--- src/rtl/apb_rr_arbiter_if.sv ---
// APB bundle for apb_rr_arbiter: MASTER_PORTS packed core-side ports plus one interconnect-side port.
// slave = the arbiter's view; master = the surrounding cores and interconnect.
interface apb_rr_arbiter_if #(
  parameter int BUS_WIDTH    = 16,
  parameter int MASTER_PORTS = 4
);
  logic [MASTER_PORTS*BUS_WIDTH-1:0] S_PADDR;
  logic [MASTER_PORTS-1:0]           S_PWRITE;
  logic [MASTER_PORTS-1:0]           S_PSELx;
  logic [MASTER_PORTS-1:0]           S_PENABLE;
  logic [MASTER_PORTS*BUS_WIDTH-1:0] S_PWDATA;
  logic [MASTER_PORTS*BUS_WIDTH-1:0] S_PRDATA;
  logic [MASTER_PORTS-1:0]           S_PREADY;
  logic [BUS_WIDTH-1:0]              M_PADDR;
  logic                              M_PWRITE;
  logic                              M_PSELx;
  logic                              M_PENABLE;
  logic [BUS_WIDTH-1:0]              M_PWDATA;
  logic [BUS_WIDTH-1:0]              M_PRDATA;
  logic                              M_PREADY;

  modport slave (
    input  S_PADDR, S_PWRITE, S_PSELx, S_PENABLE, S_PWDATA, M_PRDATA, M_PREADY,
    output S_PRDATA, S_PREADY, M_PADDR, M_PWRITE, M_PSELx, M_PENABLE, M_PWDATA
  );

  modport master (
    output S_PADDR, S_PWRITE, S_PSELx, S_PENABLE, S_PWDATA, M_PRDATA, M_PREADY,
    input  S_PRDATA, S_PREADY, M_PADDR, M_PWRITE, M_PSELx, M_PENABLE, M_PWDATA
  );
endinterface

--- src/rtl/apb_rr_arbiter.sv ---
// Round-robin arbiter sharing one APB port among MASTER_PORTS masters, locking each SETUP/ACCESS transfer.
// Optional ACCESS-phase timeout is compiled in when APB_ARB_TIMEOUT_EN is defined.
module apb_rr_arbiter #(
  parameter int BUS_WIDTH      = 16,
  parameter int MASTER_PORTS   = 4,
  parameter int TIMEOUT_CYCLES = 255
) (
  input  logic                    clk,
  input  logic                    reset,
  apb_rr_arbiter_if.slave         bus,
  output logic [MASTER_PORTS-1:0] arb_grant,
  output logic                    arb_timeout
);
  localparam int IDX_W = $clog2(MASTER_PORTS);
  localparam logic [BUS_WIDTH-1:0] TIMEOUT_DATA = BUS_WIDTH'(16'hDEAD);
  localparam logic [MASTER_PORTS-1:0] ONE_HOT_0 = {{(MASTER_PORTS-1){1'b0}}, 1'b1};

  typedef enum logic [1:0] {
    ST_IDLE   = 2'd0,
    ST_SETUP  = 2'd1,
    ST_ACCESS = 2'd2
  } state_t;

  state_t                  state_r;
  logic [IDX_W-1:0]        gidx_r;
  logic [IDX_W-1:0]        last_gidx_r;
  logic [MASTER_PORTS-1:0] grant_r;
  logic                    psel_r;
  logic                    penable_r;
  logic [IDX_W-1:0]        pick_s;
  logic                    sel_held_s;
  logic                    timeout_s;
  logic                    complete_s;
  logic                    unused_s;

  // Nearest requester after 'last' wins; 'last' itself is tried last.
  function automatic logic [IDX_W-1:0] rr_pick(input logic [MASTER_PORTS-1:0] req,
                                               input logic [IDX_W-1:0] last);
    logic [IDX_W-1:0] sel;
    int               cand;
    sel = last;
    for (int k = MASTER_PORTS; k >= 1; k--) begin
      cand = (int'(last) + k) % MASTER_PORTS;
      sel  = req[cand] ? IDX_W'(cand) : sel;
    end
    return sel;
  endfunction

  assign pick_s     = rr_pick(bus.S_PSELx, last_gidx_r);
  assign sel_held_s = bus.S_PSELx[gidx_r];

`ifdef APB_ARB_TIMEOUT_EN
  localparam int CNT_W = ($clog2(TIMEOUT_CYCLES + 1) > 8) ? $clog2(TIMEOUT_CYCLES + 1) : 8;
  logic [CNT_W-1:0] cnt_r;
  assign timeout_s = (state_r == ST_ACCESS) && sel_held_s && !bus.M_PREADY &&
                     (cnt_r == CNT_W'(TIMEOUT_CYCLES - 1));
  assign unused_s  = ^bus.S_PENABLE;
`else
  assign timeout_s = 1'b0;
  assign unused_s  = ^{bus.S_PENABLE, (TIMEOUT_CYCLES > 32'sd0)};
`endif

  assign complete_s = (state_r == ST_ACCESS) && sel_held_s && (bus.M_PREADY || timeout_s);

  // Transfer FSM: grant, phase timing and rotating priority pointer.
  always_ff @(posedge clk or negedge reset) begin
    if (!reset) begin
      state_r     <= ST_IDLE;
      gidx_r      <= '0;
      last_gidx_r <= IDX_W'(MASTER_PORTS - 1);
      grant_r     <= '0;
      psel_r      <= 1'b0;
      penable_r   <= 1'b0;
`ifdef APB_ARB_TIMEOUT_EN
      cnt_r       <= '0;
`endif
    end else begin
      case (state_r)
        ST_IDLE: begin
          if (|bus.S_PSELx) begin
            gidx_r    <= pick_s;
            grant_r   <= ONE_HOT_0 << pick_s;
            psel_r    <= 1'b1;
            penable_r <= 1'b0;
            state_r   <= ST_SETUP;
          end
        end
        ST_SETUP: begin
          if (!sel_held_s) begin
            last_gidx_r <= gidx_r;
            grant_r     <= '0;
            psel_r      <= 1'b0;
            penable_r   <= 1'b0;
            state_r     <= ST_IDLE;
          end else begin
            penable_r <= 1'b1;
            state_r   <= ST_ACCESS;
`ifdef APB_ARB_TIMEOUT_EN
            cnt_r     <= '0;
`endif
          end
        end
        ST_ACCESS: begin
          // Completion, forced timeout and a dropped PSEL all end the transfer the same way.
          if (!sel_held_s || bus.M_PREADY || timeout_s) begin
            last_gidx_r <= gidx_r;
            grant_r     <= '0;
            psel_r      <= 1'b0;
            penable_r   <= 1'b0;
            state_r     <= ST_IDLE;
          end else begin
`ifdef APB_ARB_TIMEOUT_EN
            cnt_r <= cnt_r + CNT_W'(1);
`endif
          end
        end
        default: begin
          grant_r   <= '0;
          psel_r    <= 1'b0;
          penable_r <= 1'b0;
          state_r   <= ST_IDLE;
        end
      endcase
    end
  end

  // Response routing: only the granted master ever sees PREADY/PRDATA.
  always_comb begin
    bus.S_PREADY = '0;
    bus.S_PRDATA = '0;
    if (complete_s) begin
      bus.S_PREADY[gidx_r] = 1'b1;
      bus.S_PRDATA[int'(gidx_r)*BUS_WIDTH +: BUS_WIDTH] = timeout_s ? TIMEOUT_DATA : bus.M_PRDATA;
    end else begin
      bus.S_PREADY = '0;
    end
  end

  // Request mux toward the interconnect; forced to zero while idle.
  always_comb begin
    bus.M_PADDR  = '0;
    bus.M_PWRITE = 1'b0;
    bus.M_PWDATA = '0;
    if (psel_r) begin
      bus.M_PADDR  = bus.S_PADDR[int'(gidx_r)*BUS_WIDTH +: BUS_WIDTH];
      bus.M_PWRITE = bus.S_PWRITE[gidx_r];
      bus.M_PWDATA = bus.S_PWDATA[int'(gidx_r)*BUS_WIDTH +: BUS_WIDTH];
    end else begin
      bus.M_PADDR = '0;
    end
  end

  assign bus.M_PSELx   = psel_r;
  assign bus.M_PENABLE = penable_r & ~timeout_s;
  assign arb_grant     = grant_r;
  assign arb_timeout   = timeout_s;
endmodule

--- src/flat_wrapper.sv ---
// flat-port wrapper written by rule: the top's interface ports become plain ports
module apb_rr_arbiter_flat 
#(
  parameter int BUS_WIDTH      = 16,
  parameter int MASTER_PORTS   = 4,
  parameter int TIMEOUT_CYCLES = 255
)
  (clk, reset, arb_grant, arb_timeout, bus_S_PADDR, bus_S_PWRITE, bus_S_PSELx, bus_S_PENABLE, bus_S_PWDATA, bus_M_PRDATA, bus_M_PREADY, bus_S_PRDATA, bus_S_PREADY, bus_M_PADDR, bus_M_PWRITE, bus_M_PSELx, bus_M_PENABLE, bus_M_PWDATA);
  apb_rr_arbiter_if #(.BUS_WIDTH(BUS_WIDTH), .MASTER_PORTS(MASTER_PORTS)) bus_i ();
  input  logic clk;
  input  logic reset;
  output logic [MASTER_PORTS-1:0] arb_grant;
  output logic arb_timeout;
  input wire logic [$bits(bus_i.S_PADDR)-1:0] bus_S_PADDR;
  input wire logic [$bits(bus_i.S_PWRITE)-1:0] bus_S_PWRITE;
  input wire logic [$bits(bus_i.S_PSELx)-1:0] bus_S_PSELx;
  input wire logic [$bits(bus_i.S_PENABLE)-1:0] bus_S_PENABLE;
  input wire logic [$bits(bus_i.S_PWDATA)-1:0] bus_S_PWDATA;
  input wire logic [$bits(bus_i.M_PRDATA)-1:0] bus_M_PRDATA;
  input wire logic [$bits(bus_i.M_PREADY)-1:0] bus_M_PREADY;
  output wire logic [$bits(bus_i.S_PRDATA)-1:0] bus_S_PRDATA;
  output wire logic [$bits(bus_i.S_PREADY)-1:0] bus_S_PREADY;
  output wire logic [$bits(bus_i.M_PADDR)-1:0] bus_M_PADDR;
  output wire logic [$bits(bus_i.M_PWRITE)-1:0] bus_M_PWRITE;
  output wire logic [$bits(bus_i.M_PSELx)-1:0] bus_M_PSELx;
  output wire logic [$bits(bus_i.M_PENABLE)-1:0] bus_M_PENABLE;
  output wire logic [$bits(bus_i.M_PWDATA)-1:0] bus_M_PWDATA;
  assign bus_i.S_PADDR = bus_S_PADDR;
  assign bus_i.S_PWRITE = bus_S_PWRITE;
  assign bus_i.S_PSELx = bus_S_PSELx;
  assign bus_i.S_PENABLE = bus_S_PENABLE;
  assign bus_i.S_PWDATA = bus_S_PWDATA;
  assign bus_i.M_PRDATA = bus_M_PRDATA;
  assign bus_i.M_PREADY = bus_M_PREADY;
  assign bus_S_PRDATA = bus_i.S_PRDATA;
  assign bus_S_PREADY = bus_i.S_PREADY;
  assign bus_M_PADDR = bus_i.M_PADDR;
  assign bus_M_PWRITE = bus_i.M_PWRITE;
  assign bus_M_PSELx = bus_i.M_PSELx;
  assign bus_M_PENABLE = bus_i.M_PENABLE;
  assign bus_M_PWDATA = bus_i.M_PWDATA;
  apb_rr_arbiter #(.BUS_WIDTH(BUS_WIDTH), .MASTER_PORTS(MASTER_PORTS), .TIMEOUT_CYCLES(TIMEOUT_CYCLES)) u_core (.clk(clk), .reset(reset), .bus(bus_i), .arb_grant(arb_grant), .arb_timeout(arb_timeout));
endmodule
--- config.mk ---
export PLATFORM = sky130hd
export DESIGN_NAME = apb_rr_arbiter_flat
export DESIGN_NICKNAME = d
export VERILOG_FILES = /design/src/rtl/apb_rr_arbiter_if.sv /design/src/rtl/apb_rr_arbiter.sv /design/src/flat_wrapper.sv
export SDC_FILE = /design/constraint.sdc
export NUM_CORES = 1
export LEC_CHECK = 0
export CORE_AREA = 2 2 103 105
export DETAILED_ROUTE_END_ITERATION = 10
export DIE_AREA = 0 0 105 107
export DONT_BUFFER_PORTS = 1
export GPL_ROUTABILITY_DRIVEN = 1
export PLACE_DENSITY = 0.44
export SYNTH_ARGS = -nofsm -noshare
export SYNTH_HDL_FRONTEND = slang
export SYNTH_SLANG_ARGS = --single-unit
--- constraint.sdc ---
create_clock -name clk -period 3.9 [get_ports clk]
set_input_delay 0.195 -clock clk [delete_from_list [all_inputs] [get_ports clk]]
set_output_delay 0.195 -clock clk [all_outputs]
set_load 0.01 [all_outputs]
# Word level (Yosys, flattened, before mapping)
# Cells that the tools add are included.
classes:
  n_eq_ne: 5
  add_sub_neg: 5
  reduce_logical: 16
  n_lt_le_gt_ge: 6
  mux: 45
  bitwise_logic: 5
  n_shift: 5
ops:
  columns: ["cell", "count"]
  rows:
  - ["indexed part select 64 x 7 -> 16 bit", 2]
  - ["bitwise AND 64 bit", 1]
  - ["2-to-1 mux 64 bit", 1]
  - ["variable shift 16 x 33 -> 64 bit, first input constant", 1]
  - ["indexed part select 16 x 33 -> 64 bit", 1]
  - ["negator 6 -> 33 bit", 1]
  - ["2-to-1 mux 16 bit", 2]
  - ["2-to-1 mux 2 bit", 9]
  - ["2-to-1 mux 1 bit", 17]
  - ["less-than comparator 3 x 4 -> 1 bit, second input constant", 4]
  - ["2-to-1 mux 4 bit", 4]
  - ["binary-select mux 1 bit (select 2 bit)", 6]
  - ["case mux 4 bit (3 select lines)", 1]
  - ["OR reduction 2 bit", 4]
  - ["case mux 1 bit (3 select lines)", 2]
  - ["case mux 2 bit (3 select lines)", 1]
  - ["AND reduction 3 bit", 2]
  - ["adder 2 x 1 -> 2 bit, second input constant", 2]
  - ["adder 2 bit, second input constant", 2]
  - ["bitwise AND 1 bit, first input constant", 4]
  - ["inequality test 2 bit, second input constant", 2]
  - ["case mux 2 bit (2 select lines)", 1]
  - ["AND reduction 2 bit", 2]
  - ["OR reduction 4 bit", 1]
  - ["other kinds (12)", 14]
word_totals:
  output_inout_bits: 108
  register_bits: 12
  word_cells: 93
  input_bits: 159

# Depth between registers and ports, before layout
# Gate-level depths: netlist of the first run.
logic_depth:
  depth_word: 13
  mapped_depth: 9
  ltp_nobuf: 6

# Worst setup path before layout of the first run
# OpenSTA, ideal clock, no wires.
synth_timing:
  path_type: "reg-to-output"
  start: "register u_core.gidx_r[1]"
  end: "output port bus_S_PRDATA[53]"
  arrival_ns: 2.217
  path_buffers: 3
  required_ns: 3.705
  slack_ns: 1.488
  stages_incl_launch_ff: 10
  cell_sequence: "dfrtp_1 > buf_2 > buf_1 > inv_1 > ha_1 > and4bb_1 > nand3_2 > nor3b_4 > buf_4 > and2_1"
synth_via:
  elab_chain_len: 5
  elab_cells_between_ends: 9
  classes_between: "1 x add/sub; 2 x shift; 3 x mux; 1 x bitwise; 2 x reduce/logical"
synth_lines:
  columns: ["item", "line", "source"]
  rows:
  - ["start, declared", "apb_rr_arbiter.sv:25", "logic [IDX_W-1:0] gidx_r;"]
  - ["start signal, assigned", "apb_rr_arbiter.sv:81", "gidx_r <= pick_s;"]
  - ["parallel branches: the longest is 4 deep, another holds negator 6 -> 33 bit", null, null]
  - ["2-to-1 mux 64 bit *", "apb_rr_arbiter.sv:131", "if (complete_s) begin"]
  - ["end, declared", "flat_wrapper.sv:21", "output wire logic [$bits(bus_i.S_PRDATA)-1:0] bus_S_PRDATA;"]
# Every way passes the cells marked *. The select of a mux whose other input is x is not followed.

# Worst setup path after layout of the first run
layout_timing:
  start: "register u_core.gidx_r[0]"
  end: "output port bus_S_PRDATA[25]"
# Same word-level chain as after synthesis.

==> flow_summary.ini, run 1 <==
[status]
status = completed

[worst_setup_path]
crit_fanout = 41
crit_type = reg2out
end_kind = primary output
critical_path.startpoint_type = register
cp.arrival_ps = 2410
required_ps = 3700

[global_routing]
grt.overflow.total = 0
grt_max_degree = 42
grtUsageTotal_pct = 11.7
antenna_found_initial = 0
grt_pass1_wl_um = 10500
grt_pass1_vias = 1748

[finish]
area_delta_synth_final_pct = 6.48
final_util_pct = 24.4
regArea_um2 = 304
final_cell_mix = 85 x and2_1, 34 x mux4_2, 16 x and2_2
num_antenna_cells = 0
final_nets = 383
multi_input_area_um2 = 1900
drive_gt1_share_pct = 32.6
final_common_cell = and2_1
n_fill_cell = 1086

[place]
numPortBuffers = 0
gp_congestion = 0.828
dpl.hpwl_um = 6030

[routing]
drcViolationCount = 0
initialDrtViolationCount = 99
first_pass_iters = 4
wl_per_cell_um = 20.7
ant_nets = 0
wl_um = 7330
vias = 1840
via_per_inst = 5.20

[die]
die_x_um = 105
core_um2 = 10100
start_util_pct = 22.9
rows = 37
die-area_um2 = 11200
fp.dieH_um = 107
pin_count = 267

[timing]
maxSlewHeadroom_pct = 37.6
worstMarginPinSlew_ps = 935
final.period_utilization_pct = 66.9
final_hold_viol_count = 0
fmax_mhz = 383
setup_viol = 0
period_minus_slack_ps = 2610
tns_ps = 0
rsz0062_at_grt = no
drv_slew = 0
clock-skew-final_ps = 1.21

[synth]
ys_types = 48
yosysSeqAreaShare_pct = 13.1
synth_top_area_cell = mux4_2
syn_inst = 228
yosysWarnings = 0
synth_nets = 392
yosys.area.top_type_share_pct = 33.1
syn_area_um2 = 2320
syn_area_per_cell_um2 = 10.2
synth.ff_latch_count = 12
synthTopCellsByArea = mux4_2 33%, and2_1 23%, dfrtp_1 11%

[flow_run]
drv_cap = 0

[clock_tree]
cts_buffer_depth = 2
cts_buffers = 3
post_cts_buffers = 0
worst_setup_hold_path_clk_slew_ps = 60
cts_resized = 0
h-tree-depth = 1
cts_tree = done
cts.sinks = 12
clkLatencyLatePin_ps = 240
cts_hold_buf = 1
cts_root_buf = clkbuf_8

[worst_hold_path]
min_path_type = in2reg

[power]
ir_worst_vdd_uv = 515
powerDensity_nw_per_um2 = 622
power.static_leakage_nw = 0.925
==> per-layer routing <==
metal | track usage [%] | wire length (um) | up-vias
li1 | - | - | 797
met1 | 15.9 | 3020 | 925
met2 | 19.1 | 3590 | 110
met3 | 2.86 | 622 | 8
met4 | 2.19 | 92 | 0
met5 | 0 | 0 | -
==> registers in the layout, summed over array words and instances, names as in the netlist <==
signal	flops
u_core.last_gidx_r	2
u_core.state_r	2
u_core.gidx_r	2
u_core.arb_grant	4
u_core.bus.M_PSELx	1
u_core.bus.M_PENABLE	1
==> synth_stat cells (all sizes together) <==
library cell and n:
and2b 1, mux2 3, nor2 6, or4b 1, dfrtp 10, nand2b 5, o31a 1, nor3 3
a21o 1, a21oi 3, nand3 3, a22o 1, o2bb2ai 2, mux4 34, and2 101, clkbuf 6
and3 1, nand3b 2, a22oi 1, mux2i 2, nor2b 1, o22ai 1, a21boi 1, buf 11
dfstp 2, nand2 5, nor4 2, conb 1, inv 3, a32o 1, or2 1, ha 5
or3 1, xnor2 1, nor3b 1, and4bb 1, o21ai 3
==> final timing paths <==
kind | cells past startpoint | endpoint | start | slack (ps)
max in group asynchronous | 1 | u_core.gidx_r[0]$_DFFE_PN0P_ | reset | 3100
min in group asynchronous | 1 | u_core.bus.M_PSELx$_DFFE_PN0P_ | reset | 390
max | 5 | bus_S_PRDATA[25] | u_core.gidx_r[0]$_DFFE_PN0P_ | 1290
min | 2 | u_core.state_r[1]$_DFFE_PN0P_ | bus_M_PREADY | 200
max reg2reg | 4 | u_core.last_gidx_r[0]$_DFFE_PN1P_ | u_core.gidx_r[0]$_DFFE_PN0P_ | 1610
min reg2reg | 1 | u_core.arb_grant[2]$_DFFE_PN0P_ | u_core.arb_grant[2]$_DFFE_PN0P_ | 560
==> where the power goes <==
group	internal, mW	total [mW]	switching, mW
Clock	0.0893	0.137	0.0481
Sequential	0.188	0.300	0.113
Combinational	0.546	1.10	0.551
==> cell type report <==
| type | count | share of cell area [%] |
|---|---|---|
| clock buffer | 4 | 2.23 |
| inverter | 3 | 0.457 |
| multi-input combinational | 196 | 77.1 |
| sequential | 12 | 12.3 |
| tap | 136 | 6.90 |
| timing repair buffer | 3 | 1.01 |
==> kinds of logic (layout without fill, tap and decap cells) <==
group                    Yosys count  count (layout)  share of synthesized area (%)
XOR/XNOR                           1               1                          0.378
flip-flops                        12              12                           13.1
multiplexers                      39              39                           35.4
AND/OR/NAND/NOR                  135             135                           39.0
AO/OA/AOI/OAI                     15              15                           4.48
other                              1               1                          0.162
adder cells (fa/ha/maj)            5               5                           2.70
buffers and inverters             20              10                           4.86
==> worst max-delay path, stage by stage (launching register included) <==
cell and delay (ps):
dfrtp_2 350, buf_4 570, ha_1 270, nand2_1 50, nor2_1 610, and2_2 300
==> through the flow <==
stage | cells | area, um2 | setup WS, ps | total power, mW | hold slack [ps]
global route | 354 | 2470 | 1050 | 1.66 | 214
global placement | 349 | 2400 | 1550 | 1.41 | -100
floorplan | 228 | 2320 | 1490 | 1.27 | -101
CTS | 354 | 2470 | 1250 | 1.56 | 199
finish | 354 | 2470 | 1290 | 1.53 | 199
detailed placement | 349 | 2400 | 1510 | 1.42 | -100
No activity file was read; power rests on OpenSTA's default activity.
==> run 2: changes to the inputs <==
- PLACE_DENSITY: 0.44 -> 0.45
- clock period: 3.9 -> 2.25 ns (I/O delays scaled with it)
==> run 2 against run 1 <==
  * First-iteration DRC count fell by 19%
  * Utilization increased by 0.77 points
  * Critical path type unchanged
  * Die area did not move
  * Clock skew grew 2.6 ps
  * Cell count up 2.0%
  * Sequential share of layout area is 0.33 points lower
==> flow_summary.ini, run 2 (synthesis gave the netlist of run 1 again) <==
[routing]
route.met2.wl_um = 3900
wl_um = 7530
wl_per_cell_um = 20.9
wl_met3_um = 615
first_pass_iters = 4
via_per_inst = 5.14
routed.top_layer = met5
initialDrtViolationCount = 80
drcViolationCount = 0
wl_met1_um = 2970
ant_nets = 0
vias = 1856

[power]
powerDensity_nw_per_um2 = 1050
power.static_leakage_nw = 0.959
ir_worst_vdd_uv = 712

[global_routing]
grtUsageTotal_pct = 12.0
grt_max_degree = 36
grt.overflow.total = 0
antenna_found_initial = 2
grt_pass1_wl_um = 10900
grt_pass1_vias = 1866

[timing]
maxSlewHeadroom_pct = 42.6
rsz0062_at_grt = no
setup_viol = 0
period_minus_slack_ps = 2090
final.period_utilization_pct = 93.1
final_hold_viol_count = 0
fin_ws_ps = 155
tns_ps = 0
worstMarginPinSlew_ps = 861
drv_slew = 0
clock-skew-final_ps = 3.83
fmax_mhz = 477

[worst_setup_path]
rr_endpoint = u_core.last_gidx_r[1]$_DFFE_PN1P_
cp.arrival_ps = 1980
setup.worst_path.start = u_core.gidx_r[1]$_DFFE_PN0P_
crit_buf_inv = 2
crit_fanout = 16
cp_slowest_cell = dfrtp_2
crit_type = reg2out
cp_top_family = simple AND/OR/NAND/NOR gates
worstPathCellList = inv_1, ha_1, and4bb_1, nand3_2, nor3b_4, buf_12, and2_1
end_kind = primary output
critical_path.startpoint_type = register
max_stage_delay_ps = 390
cp.depth = 7
endpoint = bus_S_PRDATA[57]
reg2reg_depth = 3
required_ps = 2140
timing.rr.start = u_core.gidx_r[0]$_DFFE_PN0P_
rrSetupSlack_ps = 580

[finish]
largest_reg_flops = 4
final_nets = 389
area_delta_synth_final_pct = 9.83
final_area_um2 = 2540
drive_gt1_share_pct = 34.8
n_fill_cell = 1077
final_cell_mix = 85 x and2_1, 34 x mux4_2, 16 x and2_2
final_common_cell = and2_1

[worst_hold_path]
hold_depth = 2
min_path_type = in2reg

[die]
fp.dieH_um = 107
die_x_um = 105
rows = 37
start_util_pct = 22.9
die-area_um2 = 11200
core_um2 = 10100
pin_count = 267

[place]
placed_area_um2 = 2420
pre_cts_ws_ps = 93.0
dpl.hpwl_um = 6220
gp_congestion = 0.896
numPortBuffers = 0

[clock_tree]
worst_setup_hold_path_clk_slew_ps = 50
cts.sinks = 12
cts_buffers = 3
clkLatencyLatePin_ps = 240
h-tree-depth = 1
cts_tree = done
cts_root_buf = clkbuf_8
cts_buffer_depth = 2

[flow_run]
drv_cap = 0

[status]
status = completed
## run 2: cell types whose count changed in the layout (fill, tap and decap cells not counted)
cell	delta
nor2_4	+1
nor2_1	-1
nor3_4	+1
dfrtp_2	+1
buf_4	+4
buf_12	+2
diode_2	+1
nor3_2	-1
dfrtp_1	-1
clkbuf_8	-1
clkbuf_1	+1
## run 2: area by class of cell
cell class | count | area, um2 | share of cell area, %
diodes | 1 | 2.50 | 0.0984
inverters | 3 | 11.3 | 0.443
repair buffers | 9 | 95.1 | 3.74
multi-input cells | 196 | 1910 | 75.3
flip-flops and latches | 12 | 305 | 12.0
well taps | 136 | 170 | 6.69
clock buffers | 4 | 45.0 | 1.77
## run 2: where the power goes
group          internal [mW]  total (mW)  switching (mW)
sequential             0.328       0.531           0.203
combinational          0.981        1.94           0.958
clock                  0.125       0.203          0.0783
## run 2: worst reg2reg max path: cells and delay by family, from the launching register on
family	cells	cell delay [ps]
AO/OA/AOI/OAI	1	260
flip-flops	1	390
multiplexers	2	950
## run 2: layer usage
layer,vias up,track usage [%]
li1,817,-
met1,924,15.7
met2,107,20.6
met3,6,3.28
met4,2,1.05
met5,-,0
## run 2: through the flow
step                      util (%)  hold slack [ps]  instances  power [mW]
final                         25.2              128        361        2.67
after global routing          25.2              144        361        2.92
after CTS                     24.9              130        358        2.70
after detailed placement      24.0             -183        352        2.46
after global placement        24.0             -183        352        2.45
after floorplan                  -             -183        228        2.20
## run 2: worst min-delay path by stage
stage	from	end	slack [ps]
3_3_place_gp	reset	u_core.bus.M_PSELx$_DFFE_PN0P_	-180
5_1_grt	bus_M_PREADY	u_core.state_r[1]$_DFFE_PN0P_	140
6_report	bus_M_PREADY	u_core.state_r[1]$_DFFE_PN0P_	130
3_5_place_dp	reset	u_core.bus.M_PENABLE$_DFFE_PN0P_	-180
2_1_floorplan	reset	u_core.arb_grant[0]$_DFFE_PN0P_	-180
4_1_cts	bus_M_PREADY	u_core.state_r[1]$_DFFE_PN0P_	130
## run 2: what timing repair did
action,4_1_cts,5_1_grt
hold buffers,1,0
hold endpoints to repair,12,0
resized for setup,2,1
pin swaps,1,1
setup endpoints to repair,48,33
setup buffers,1,2
==> run 3: changes to the inputs <==
- SETUP_SLACK_MARGIN: unset -> 0.4
==> run 3 against run 2 <==
  * Via count rose by 4.8%
  * Die area did not move
  * Utilization rose by 2.8 points
  * Largest power group unchanged
==> flow_summary.ini, run 3 (synthesis gave the netlist of run 1 again) <==
[worst_setup_path]
cp_top_family = simple AND/OR/NAND/NOR gates
cp_slowest_cell = dfrtp_2
reg2reg_depth = 6
crit_fanout = 16
max_stage_delay_ps = 410
worstPathCellList = inv_4, ha_4, and4bb_1, nand3_2, nor3b_4, buf_12, and2_1
required_ps = 2140
rr_endpoint = u_core.arb_grant[1]$_DFFE_PN0P_
crit_buf_inv = 2
cp.arrival_ps = 1890
critical_path.startpoint_type = register
end_kind = primary output
rrSetupSlack_ps = 350
crit_type = reg2out
timing.rr.start = u_core.gidx_r[0]$_DFFE_PN0P_

[flow_run]
drv_cap = 0

[power]
power.static_leakage_nw = 1.09
ir_worst_vdd_uv = 597
clkPwrFrac_pct = 6.9
powerDensity_nw_per_um2 = 1070
seqPwrFrac_pct = 17.9
p_int_mw = 1.65
swShare_pct = 45.3
p_switching_mw = 1.37
p_comb_share_pct = 75.1

[die]
fp.dieH_um = 107
core_um2 = 10100
die-area_um2 = 11200
rows = 37
die_x_um = 105
start_util_pct = 22.9
pin_count = 267

[global_routing]
grtUsageTotal_pct = 12.3
antenna_found_initial = 4
grt_max_degree = 36
grt_pass1_wl_um = 11000
grt.overflow.total = 0
grt_pass1_vias = 1830

[routing]
via_per_inst = 5.21
wl_per_cell_um = 22.3
vias = 1945
first_pass_iters = 4
initialDrtViolationCount = 118
ant_nets = 0
wl_um = 8330
drcViolationCount = 0

[timing]
worstMarginPinSlew_ps = 933
tns_ps = 0
rsz0062_at_grt = yes
final.period_utilization_pct = 88.8
drv_slew = 0
fmax_mhz = 501
hold_slack_ps = 104
period_minus_slack_ps = 2000
clock-skew-final_ps = 3.46
maxSlewHeadroom_pct = 37.8
final_hold_viol_count = 0
fin_ws_ps = 252
setup_viol = 0

[place]
numPortBuffers = 0
gp_congestion = 0.863
dpl.hpwl_um = 6540
pre_cts_ws_ps = 254

[finish]
final_util_pct = 28.0
final_nets = 400
drive_gt1_share_pct = 57.0
area_delta_synth_final_pct = 22.0
largest_reg_flops = 4
final_cell_mix = 49 x and2_1, 42 x and2_4, 34 x mux4_2
multi_input_area_um2 = 2050
regArea_um2 = 307
n_fill_cell = 1072
final_common_cell = and2_1

[clock_tree]
cts_root_buf = clkbuf_8
cts.sinks = 12
cts_tree = done
clkLatencyLatePin_ps = 240
worst_setup_hold_path_clk_slew_ps = 50
cts_buffers = 3
h-tree-depth = 1
cts_buffer_depth = 2

[worst_hold_path]
hold_start = bus_M_PREADY
hold_end = u_core.state_r[1]$_DFFE_PN0P_
hold_depth = 2
min_path_type = in2reg

[status]
status = completed
## run 3: changes by cell type in the layout (fill, tap and decap cells not counted), sizes merged
cell and delta:
buf +10, clkbuf +1, diode +1
## run 3: how the worst max path moves through the flow
stage                                            start          endpoint  depth (start not counted)
final                     u_core.gidx_r[0]$_DFFE_PN0P_  bus_S_PRDATA[48]                          7
after global routing      u_core.gidx_r[0]$_DFFE_PN0P_  bus_S_PRDATA[52]                          7
after CTS                 u_core.gidx_r[0]$_DFFE_PN0P_    bus_M_PADDR[1]                          3
after detailed placement  u_core.gidx_r[0]$_DFFE_PN0P_  bus_S_PRDATA[60]                          6
after global placement    u_core.gidx_r[0]$_DFFE_PN0P_  bus_S_PRDATA[62]                          6
after floorplan           u_core.gidx_r[1]$_DFFE_PN0P_  bus_S_PRDATA[38]                          9
## run 3: through the flow
step | cell area [um2] | total power, mW | cells
after floorplan | 2420 | 2.27 | 228
after global placement | 2500 | 2.51 | 352
after detailed placement | 2500 | 2.52 | 352
after CTS | 2650 | 2.81 | 364
after global routing | 2830 | 3.25 | 373
final | 2830 | 3.02 | 373
## run 3: layout make-up
type	instances	share of cell area (%)
multi-input cells	196	72.5
clock buffers	4	1.59
inverters	3	0.576
well taps	136	6.02
diodes	2	0.177
flip-flops and latches	12	10.9
repair buffers	20	8.28
## run 3: metal layers
| metal | GRT usage (%) | vias up | share of wire [%] |
|---|---|---|---|
| met5 | 0 | - | 0.44 |
| met4 | 1.24 | 4 | 0.31 |
| met3 | 4.68 | 7 | 8.2 |
| met2 | 19.7 | 129 | 50 |
| met1 | 16.3 | 970 | 41 |
| li1 | - | 835 | - |
## run 3: worst reg2reg max path, cell delays in order (launching register included)
cell and delay (ps):
dfrtp_2 410, buf_4 140, mux4_2 560, buf_4 170, nand3b_1 110, nand3_2 140, a22o_1 250
## run 3: power by group through the flow
stage / Sequential [mW] / Combinational, mW / Clock [mW]
6_report: 0.541 / 2.27 / 0.209
5_1_grt: 0.574 / 2.45 / 0.221
4_1_cts: 0.540 / 2.06 / 0.214
3_5_place_dp: 0.556 / 1.97 / 0
3_3_place_gp: 0.554 / 1.95 / 0
2_1_floorplan: 0.438 / 1.83 / 0
## run 3: what timing repair did
action | in CTS | in global routing
pin swaps | 2 | 4
gates resized for setup | 8 | 37
endpoints found under the setup margin | 97 | 103
hold buffers | 1 | 0
cloned | 0 | 4
setup buffers | 7 | 3
endpoints found under the hold margin | 12 | 0
